$ cat config.mk
export PLATFORM = sky130hd
export DESIGN_NAME = cpu_sequencer
export DESIGN_NICKNAME = d
export VERILOG_FILES = /design/src/rtl/cpu_sequencer.sv
export SDC_FILE = /design/constraint.sdc
export NUM_CORES = 1
export LEC_CHECK = 0
export ABC_AREA = 1
export CAP_MARGIN = 20
export CORE_MARGIN = 3
export CORE_UTILIZATION = 51
export CTS_CLUSTER_DIAMETER = 200
export CTS_CLUSTER_SIZE = 30
export DETAILED_ROUTE_END_ITERATION = 6
export GPL_TIMING_DRIVEN = 0
export PLACE_DENSITY = 0.83
export SYNTH_ARGS = -nofsm -noshare
export SYNTH_HDL_FRONTEND = slang
export SYNTH_SLANG_ARGS = --single-unit
$ cat constraint.sdc
create_clock -name clk -period 3.95 [get_ports clk]
set_input_delay 0.395 -clock clk [delete_from_list [all_inputs] [get_ports clk]]
set_output_delay 0.395 -clock clk [all_outputs]
set_load 0.02 [all_outputs]
$ cat src/rtl/cpu_sequencer.sv
// Eight-phase instruction sequencer for the 8-bit accumulator CPU.
// Decodes the IR opcode into datapath strobes and adds stall, sticky halt/resume and a retired-instruction counter.
module cpu_sequencer #(
  parameter int CNT_W = 16
) (
  input  logic             clk,
  input  logic             rst_,
  input  logic [2:0]       opcode,
  input  logic             zero,
  input  logic             stall,
  input  logic             resume,
  output logic [2:0]       ps,
  output logic             sel,
  output logic             mem_rd,
  output logic             load_ir,
  output logic             halt,
  output logic             inc_pc,
  output logic             load_ac,
  output logic             load_pc,
  output logic             mem_wr,
  output logic             data_e,
  output logic [CNT_W-1:0] instr_count
);

  localparam logic [2:0] INST_ADDR  = 3'd0;
  localparam logic [2:0] INST_FETCH = 3'd1;
  localparam logic [2:0] INST_LOAD  = 3'd2;
  localparam logic [2:0] IDLE       = 3'd3;
  localparam logic [2:0] OP_ADDR    = 3'd4;
  localparam logic [2:0] OP_FETCH   = 3'd5;
  localparam logic [2:0] ALU_OP     = 3'd6;
  localparam logic [2:0] STORE      = 3'd7;

  localparam logic [2:0] OP_HLT = 3'd0;
  localparam logic [2:0] OP_SKZ = 3'd1;
  localparam logic [2:0] OP_ADD = 3'd2;
  localparam logic [2:0] OP_AND = 3'd3;
  localparam logic [2:0] OP_XOR = 3'd4;
  localparam logic [2:0] OP_LDA = 3'd5;
  localparam logic [2:0] OP_STO = 3'd6;
  localparam logic [2:0] OP_JMP = 3'd7;

  logic halted_r;
  logic alu_op_s;
  logic sel_s, mem_rd_s, load_ir_s, halt_s, inc_pc_s, load_ac_s, load_pc_s, mem_wr_s, data_e_s;

  // Opcodes that read an operand from memory into the accumulator.
  always_comb begin
    alu_op_s = (opcode == OP_ADD) || (opcode == OP_AND) ||
               (opcode == OP_XOR) || (opcode == OP_LDA);
  end

  // Base per-phase decode, before stall and halt qualification.
  always_comb begin
    sel_s     = 1'b0;
    mem_rd_s  = 1'b0;
    load_ir_s = 1'b0;
    halt_s    = 1'b0;
    inc_pc_s  = 1'b0;
    load_ac_s = 1'b0;
    load_pc_s = 1'b0;
    mem_wr_s  = 1'b0;
    data_e_s  = 1'b0;
    case (ps)
      INST_ADDR: begin
        sel_s = 1'b1;
      end
      INST_FETCH: begin
        sel_s    = 1'b1;
        mem_rd_s = 1'b1;
      end
      INST_LOAD, IDLE: begin
        sel_s     = 1'b1;
        mem_rd_s  = 1'b1;
        load_ir_s = 1'b1;
      end
      OP_ADDR: begin
        inc_pc_s = 1'b1;
        halt_s   = (opcode == OP_HLT);
      end
      OP_FETCH: begin
        mem_rd_s = alu_op_s;
      end
      ALU_OP: begin
        mem_rd_s  = alu_op_s;
        load_ac_s = alu_op_s;
        inc_pc_s  = (opcode == OP_SKZ) && zero;
        load_pc_s = (opcode == OP_JMP);
        data_e_s  = (opcode == OP_STO);
      end
      STORE: begin
        mem_rd_s  = alu_op_s;
        load_ac_s = alu_op_s;
        inc_pc_s  = (opcode == OP_JMP);
        load_pc_s = (opcode == OP_JMP);
        mem_wr_s  = (opcode == OP_STO);
        data_e_s  = (opcode == OP_STO);
      end
      default: begin
        sel_s = 1'b0;
      end
    endcase
  end

  // Halt silences everything but halt; a stall suppresses only the edge-acting strobes.
  always_comb begin
    sel     = 1'b0;
    mem_rd  = 1'b0;
    load_ir = 1'b0;
    halt    = 1'b0;
    inc_pc  = 1'b0;
    load_ac = 1'b0;
    load_pc = 1'b0;
    mem_wr  = 1'b0;
    data_e  = 1'b0;
    if (halted_r) begin
      halt = 1'b1;
    end else if (stall) begin
      sel    = sel_s;
      mem_rd = mem_rd_s;
      halt   = halt_s;
      data_e = data_e_s;
    end else begin
      sel     = sel_s;
      mem_rd  = mem_rd_s;
      load_ir = load_ir_s;
      halt    = halt_s;
      inc_pc  = inc_pc_s;
      load_ac = load_ac_s;
      load_pc = load_pc_s;
      mem_wr  = mem_wr_s;
      data_e  = data_e_s;
    end
  end

  // Phase, sticky halt and retired-instruction counter.
  always_ff @(posedge clk or negedge rst_) begin
    if (!rst_) begin
      ps          <= INST_ADDR;
      halted_r    <= 1'b0;
      instr_count <= '0;
    end else if (halted_r) begin
      // The resume edge only releases halt; the phase moves on the following edge.
      if (resume) begin
        halted_r <= 1'b0;
      end else begin
        halted_r <= 1'b1;
      end
    end else if (!stall) begin
      ps <= ps + 3'd1;
      if ((ps == OP_ADDR) && (opcode == OP_HLT)) begin
        halted_r <= 1'b1;
      end else begin
        halted_r <= 1'b0;
      end
      if (ps == STORE) begin
        instr_count <= instr_count + {{(CNT_W-1){1'b0}}, 1'b1};
      end else begin
        instr_count <= instr_count;
      end
    end else begin
      ps <= ps;
    end
  end

endmodule

==> metrics.txt <==
status=completed; most frequent cells in the layout=nand2_1, clkdlybuf4s50_1, inv_1; number of vias per cell=5.163; Worst path max stage delay=600 ps; CTS buffer count=3; DR pass1 iterations=4; first-pass GRT wire length=4961 um; Port Buffer Count=35; Hold Crit Start=instr_count[15]; Worst Setup Slack, final=between 1000 and 1500 ps; grt met2 use=0.3311; Setup CP Type=flip-flop to output port; Post-Route WL=2879 um; PwrDens=between 400 and 500 mW/mm2; Crit path arrival time=2390 ps; met3 Track Usage GR=0.04872; top cell type's share of synthesized area=0.3964; synth warn=0; Hold Crit Endpoint=instr_count[15]; switching power=between 0.3 and 0.4 mW; WL/cell=12.68 um; Reg2Reg Depth=9; flop2flop setup slack=2200 ps; Synthesized Nets=between 150 and 200; crit path cell chain=ha_1, ha_1, inv_1, nand2_1, a21oi_1, o21ai_0, nand2_1, nor2_1, clkdlybuf4s50_1; initial antenna violation count=0; fin area=0.001670 mm2; Worst R2R Start=ps[0]; Clock Path Buffers=2; #FFs+latches synth=20; initial DRC count=28; top post-synthesis cells by area=dfrtp_1, nand2_1, ha_1; setup TNS=0 ps; Max Slew Vio Count=0; die area=~0.0031 mm2; clk sink count=20; Layout Nets=217; Worst Tran Pin Value=909.0 ps; Startpoint Class=flip-flop; Setup Skew=2.643 ps; n_diodes=0; # rows=17; slowest cell on the critical path=clkdlybuf4s50_1; post-route ant nets=0; met1 GRT Util=0.2493; largest net degree at the start of global routing=21; share of post-route cells with drive strength above 1=0.08040; Synth Area per Inst=7.841 um2; final hold violation count=0; Cell Int Power=0.4450 mW; I/O Pins=36; Sequential Power Share=0.367; relative slew slack=0.3921; end of the worst register-to-register path=instr_count[15]; clock latency on the worst-skew pair=about 300 ps; commonest non-fill, non-tap cell in the layout=nand2_1; Post-Place Cell Area=0.001648 mm2; root buffer cell=clkbuf_4; post-DP HPWL=2282 um; pre-CTS setup slack=1483 ps; vias in the first global route=roughly 1100; Final Cycle Share=0.7047; most used routing layer=met2; # DRC=0; Setup Buffers After CTS=0; synthesized area=0.001262 mm2; max frequency=around 0.36 GHz; Core Area=0.002276 mm2; Max Cap Violations=0; post-cts sizing count=0; Synth area leader=dfrtp_1; Leak=0.8295 nW; unrepaired setup endpoints after global routing=no; die height=55.76 um; final setup vio count=0; sw frac=0.4104; critical path peak fanout=5; Clock power frac=0.127; CTS clk-pin slew, worst paths=roughly 110 ps; Worst Path Required=3560 ps; DIE WIDTH=55.76 um; combinational power share=0.506; global placer's final weighted congestion=roughly 0.87; synth unique cells=21; CTS tree=yes; HP Class=flip-flop to flip-flop; Initial Util=0.5547; H-tree depth=1; gr ovfl total=0; Hold Crit Depth=2; cts hold-fix bufs=0; Layout area overhead=32.31%; Worst setup EP type=output port; gr usage total=0.1982; Mapped Cells=about 160; Final min period=2783 ps; worst vdd ir=0.0005295 V; vias=1172; register area share after synthesis=0.3964
-- flip-flops by register name, indices dropped and copies added (netlist names) --
| name | flops |
|---|---|
| instr_count | 16 |
| halted_r | 1 |
| ps | 3 |
-- cells in the mapped netlist (all sizes together) --
cell type  count
o31ai          1
a21oi          3
dfrtp         20
nand4          4
ha             8
o21a           2
nand3          8
inv           26
xor2           6
xnor2          4
nor2          23
o21ai          6
nor4           1
nor3           5
nand2         44
-- layout make-up --
class,instances,area [um2]
inverter,26,97.59
fill,178,605.6
tap,28,35.03
timing repair buffer,35,350.3
multi-input combinational,115,664.4
sequential,20,500.5
clock buffer,3,22.52
-- routing by layer --
metal  vias up  part of all wire
met5         -                 0
met4         0             0.016
met3         7             0.044
met2        28              0.52
met1       563              0.42
li1        574                 -
-- power groups by stage --
stage | clock (mW) | combinational, mW | sequential (mW)
floorplan | 0 | 0.186 | 0.311
global placement | 0 | 0.374 | 0.280
detailed placement | 0 | 0.384 | 0.281
CTS | 0.0987 | 0.386 | 0.277
global route | 0.106 | 0.425 | 0.283
finish | 0.0962 | 0.382 | 0.277
-- worst max path at each step --
stage               cells past startpoint       to  startpoint
detailed placement                      9   mem_rd   opcode[2]
finish                                  9   mem_rd       ps[0]
floorplan                               6  load_ac       ps[0]
CTS                                     9   mem_rd       ps[0]
global route                            9   mem_rd       ps[0]
global placement                        9   mem_rd   opcode[2]
-- cell families (layout without fill, tap and decap cells) --
family / after synthesis / count (layout) / share of synthesized area
compound gates: 12 / 12 / 0.05351
fa+ha+maj: 8 / 8 / 0.07929
buf+inv: 26 / 64 / 0.07731
xor+xnor: 10 / 10 / 0.06937
simple gates: 85 / 85 / 0.3241
flops: 20 / 20 / 0.3964
-- critical path, delay by kind of cell, from the launching register on --
kind,cells,cell delay (ps)
buf+inv,2,700
fa+ha+maj,2,430
compound gates,2,210
simple gates,3,290
flops,1,450
-- through the flow --
stage          cells  utilization  hold slack (ps)  power (mW)
2_1_floorplan    161            -            99.41      0.4967
3_3_place_gp     224       0.7240            481.2      0.6534
3_5_place_dp     224       0.7240            494.5      0.6646
4_1_cts          227       0.7339            518.2      0.7613
5_1_grt          227       0.7339            551.6      0.8135
6_report         227       0.7339            514.5      0.7547
Power figures use the tool's default switching activity.
==> edit 1: new RTL, same flow settings <==
Set the parameter `CNT_W` to 12 (it was 16).
--- a/src/rtl/cpu_sequencer.sv
+++ b/src/rtl/cpu_sequencer.sv
@@ -3,3 +3,3 @@
 module cpu_sequencer #(
-  parameter int CNT_W = 16
+  parameter int CNT_W = 12
 ) (
Ports: changed (resized instr_count); port bits go from 36 to 32. The function was not compared with the original's and may differ.
==> edit 1 against the unedited design <==
Setup slack improved by 0.13 ns. Largest power group unchanged. Critical endpoint is now load_ac. Sequential cell count fell by 4. Power fell by 4.7%. Count of clock-buffer cells in the layout rose by 1. Sequential share of layout area fell by 0.98 points. Clock skew barely moved. Die area fell by 18%. Via count fell by 16%. Wire length fell by 14%. Area after synthesis fell by 21%. Synthesized cell count fell by 19%. Design area fell by 17%. Core utilization rose by 4.1 points. First-iteration DRC count did not move.
==> edit 1: results (changes against the unedited design) <==
| Parameter | Value | Delta |
|---|---|---|
| WL final | 2.487 mm | -14% |
| Peak supply drop | 0.0004078 V | -23% |
| Hold Crit Class | primary input to async pin |  |
| Part of the power in combinational logic | 0.517 | +0.011 |
| Top post-synthesis cells by count | sky130_fd_sc_hd__nand2_1, sky130_fd_sc_hd__inv_1, sky130_fd_sc_hd__dfrtp_1, sky130_fd_sc_hd__nor2_1, sky130_fd_sc_hd__ha_1 |  |
| Number of distinct standard cells referenced by the synthesized netlist | 17 | -19% |
| First-pass GRT wire length | 4.319 mm | -13% |
| Clock insertion delay at the later pin of the skew report | 0.28 ns | -0.02 ns |
| Sum of net half-perimeters after detailed placement | 1.871 mm | -18% |
| Outcome | completed |  |
| Routability Congestion | 0.8216 | -5.7% |
| Area share of xor/xnor cells in the synthesized design | 0.06110 | -0.008278 |
| Fraction of final layout cells with drive strength greater than 1 | 0.04819 | -0.03221 |
| Synthesized netlist net count | 146 | -18% |
| CP max FO | 7 | +2 |
| Port Buffer Count | 31 | -11% |
| Internal power | 417.2 uW | -6.2% |
| Number of vias in the routed layout | 982 | -16% |
| Synth Area in Adders | 0.08728 | +0.007995 |
| Post-layout net count | 182 | -16% |
| Slowest stage delay, CP | 0.65 ns | +0.05 ns |
| Combinational power | 372 uW | -3% |
| Largest cells by area after synthesis | sky130_fd_sc_hd__dfrtp_1, sky130_fd_sc_hd__nand2_1, sky130_fd_sc_hd__ha_1 |  |
| Complex-gate fraction of the synthesized area | 0.04738 | -0.006137 |
| Fraction of synthesized area in multiplexers | 0 | unchanged |
| Arrival @ worst endpoint | 2.25 ns | -0.14 ns |
| Number of global-route vias before repair | 940 | -18% |
| Pin count of the biggest net entering global routing | 17 | -19% |
| Largest registers | instr_count (12), ps (3), halted_r (1) |  |
| Global router's overall resource usage | 0.2242 | +0.02593 |
| Maximum clock skew at final layout | 0.002333 ns | -0.0003106 ns |
[edit 1: final timing paths]
kind	start	to	slack, ns	depth (start not counted)
hold / removal	rst_	instr_count[8]	0.53	1
setup reg to reg	ps[0]	instr_count[8]	2.41	7
hold reg to reg	instr_count[11]	instr_count[11]	0.54	2
max in group asynchronous	rst_	instr_count[11]	2.97	1
min in group clk	instr_count[11]	instr_count[11]	0.54	2
setup / recovery	stall	load_ac	1.30	7
[edit 1: final cells by class]
type	count	area (um2)
Multi-Input combinational cell	94	524.3
Timing Repair Buffer	31	310.3
Sequential cell	16	400.4
Fill cell	135	401.6
Tap cell	25	31.28
Inverter	21	78.83
Clock buffer	4	36.28
[edit 1: cells by family (layout without fill, tap and decap cells)]
logic type               count (synthesis)  in the layout
flip-flops                              16             16
buffers and inverters                   21             56
adder cells (fa/ha/maj)                  7              7
AO/OA/AOI/OAI                            9              9
XOR/XNOR                                 7              7
AND/OR/NAND/NOR                         71             71
[edit 1: per-stage QoR]
step	util	std cells	instance area, um2	hold slack, ns	setup WS (ns)
after CTS	0.7747	191	1381	0.5482	1.318
after global placement	0.7544	187	1345	0.5097	1.429
after detailed placement	0.7544	187	1345	0.5095	1.385
final	0.7747	191	1381	0.5300	1.300
after global routing	0.7747	191	1381	0.5676	1.211
after floorplan	-	131	1003	0.09941	2.110
[edit 1: per-layer routing]
metal / global-route usage / vias to the layer above / wire length [um]
met1: 0.2624 / 458 / 966
met5: 0 / - / 0
li1: - / 485 / -
met4: 0.04036 / 0 / 29
met3: 0.07122 / 4 / 180
met2: 0.4022 / 35 / 1311
==> edit 2: new RTL, same settings <==
Without the edit above. Reset style: synchronous (`rst_`), changed in one clocked block.
--- a/src/rtl/cpu_sequencer.sv
+++ b/src/rtl/cpu_sequencer.sv
@@ -136,3 +136,3 @@
   // Phase, sticky halt and retired-instruction counter.
-  always_ff @(posedge clk or negedge rst_) begin
+  always_ff @(posedge clk) begin
     if (!rst_) begin
Behaviour: differs if rst_ is asserted again (counterexample within 4 cycles, from zero or initial values and one cycle with rst_ low); with rst_ held inactive, the same outputs for 10 cycles.
==> edit 2 against the unedited design <==
Setup slack improved by 0.22 ns. Clock skew rose by 0.014 ns. Critical path type unchanged. Design area fell by 1.2%. Area after synthesis fell by 4.0%. Sequential cell count did not move. Register-to-register slack improved by 0.21 ns. Wire length rose by 0.59%. Count of clock-buffer cells in the layout did not move.
Power is not compared: it rests on default switching activity, and its combinational part moved more than twofold at a synthesized area within 25%.
==> edit 2: results (changes against the unedited design) <==
| Parameter | Value | Delta |
|---|---|---|
| CP max FO | 4 | -1 |
| Slowest stage delay, CP | 0.64 ns | +0.04 ns |
| Post-route worst hold slack | 0.5398 ns | +0.02530 ns |
| Register-to-Register Path Depth | 8 | -1 |
| Total length of routed met2 wires | 1.399 mm | -6.0% |
| R2R Path Start | ps[0] |  |
| Global router's overall resource usage | 0.2155 | +0.01721 |
| Async set-or-reset flop fraction in the synthesized netlist | 0 | -1.000 |
| Sum of net half-perimeters after detailed placement | 2.251 mm | -1.3% |
| Fraction of final layout cells with drive strength greater than 1 | 0.07373 | -0.006669 |
| Total of fill cells in the finished design | 181 | +1.7% |
| Number of global-route vias before repair | 1091 | -5.0% |
| Reg2reg setup slack | 2.41 ns | +0.21 ns |
| Top post-synthesis cells by count | sky130_fd_sc_hd__nand2_1, sky130_fd_sc_hd__nor2_1, sky130_fd_sc_hd__inv_1, sky130_fd_sc_hd__dfxtp_1, sky130_fd_sc_hd__o21ai_0 |  |
| Wire per inst | 11.82 um | -6.8% |
| Detail Route met3 WL | 129 um | +1.6% |
| Relative slew slack | 0.8198 | +0.4277 |
| Maximum clock skew at final layout | 0.01707 ns | +0.01443 ns |
| Outcome | completed |  |
| Endpoint of the worst hold-timing path | instr_count[1] |  |
| Number of distinct standard cells referenced by the synthesized netlist | 27 | +29% |
| Largest cells by area after synthesis | sky130_fd_sc_hd__dfxtp_1, sky130_fd_sc_hd__nand2_1, sky130_fd_sc_hd__nor2_1 |  |
| Pin count of the biggest net entering global routing | 13 | -38% |
| Register area share after synthesis | 0.3302 | -0.06619 |
| Post-layout net count | 233 | +7.4% |
| First-pass GRT wire length | 4.657 mm | -6.1% |
-- edit 2: changes by cell type after synthesis, sizes merged, moves of 3 or more --
cell / change
dfrtp: -20
nor2: +13
xnor2: -4
dfxtp: +20
a21oi: +5
xor2: -3
o21ai: +6
nand2: -5
-- edit 2: worst register-to-register path: stages (launching register included) --
cell	delay, ns
sky130_fd_sc_hd__dfxtp_1	0.40
sky130_fd_sc_hd__ha_1	0.19
sky130_fd_sc_hd__ha_1	0.23
sky130_fd_sc_hd__nand2_4	0.08
sky130_fd_sc_hd__buf_6	0.16
sky130_fd_sc_hd__nor2_1	0.09
sky130_fd_sc_hd__nand3_1	0.10
sky130_fd_sc_hd__o21ai_0	0.17
sky130_fd_sc_hd__nor2_1	0.05
-- edit 2: cells by family (layout without fill, tap and decap cells) --
family,count (synthesis),in the layout
DFF,20,20
AOI/OAI and AO/OA,24,24
and+or+nand+nor,96,96
buffers and inverters,28,67
adders and majority gates,7,7
xor gates and xnor gates,3,3
-- edit 2: final cells by class --
type	count	area (um2)	share of cell area
buffer	2	16.27	0.009856
multi-input combinational	130	698.2	0.4230
sequential	20	400.4	0.2426
clock buffer	3	22.52	0.01365
inverter	26	97.59	0.05914
tap	28	35.03	0.02123
clock inverter	1	30.03	0.01820
timing repair buffer	35	350.3	0.2123
-- edit 2: per-layer routing --
layer | up-vias | global-route usage
met5 | - | 0
met4 | 0 | 0.04979
met3 | 4 | 0.03815
met2 | 33 | 0.3642
met1 | 542 | 0.2808
li1 | 643 | -
-- edit 2: how the worst max path moves through the flow --
| stage | from | end | cells past startpoint |
|---|---|---|---|
| finish | ps[0] | load_ac | 7 |
| detailed placement | opcode[1] | inc_pc | 8 |
| floorplan | ps[1] | load_ac | 6 |
| global route | ps[0] | load_ac | 7 |
| CTS | ps[0] | load_ac | 7 |
| global placement | opcode[2] | inc_pc | 8 |
-- edit 2: per-stage QoR --
stage,instance area [um2],util
6_report,1650,0.7389
4_1_cts,1650,0.7389
3_3_place_gp,1598,0.7154
2_1_floorplan,1212,-
3_5_place_dp,1598,0.7154
5_1_grt,1650,0.7389
-- edit 2: power by group through the flow --
stage / Combinational [uW] / Clock, uW / Sequential (uW)
CTS: 66.6 / 175 / 208
floorplan: 32.9 / 0 / 215
finish: 66.4 / 171 / 208
detailed placement: 66.2 / 0 / 213
global placement: 65.0 / 0 / 213
global route: 72.7 / 183 / 209
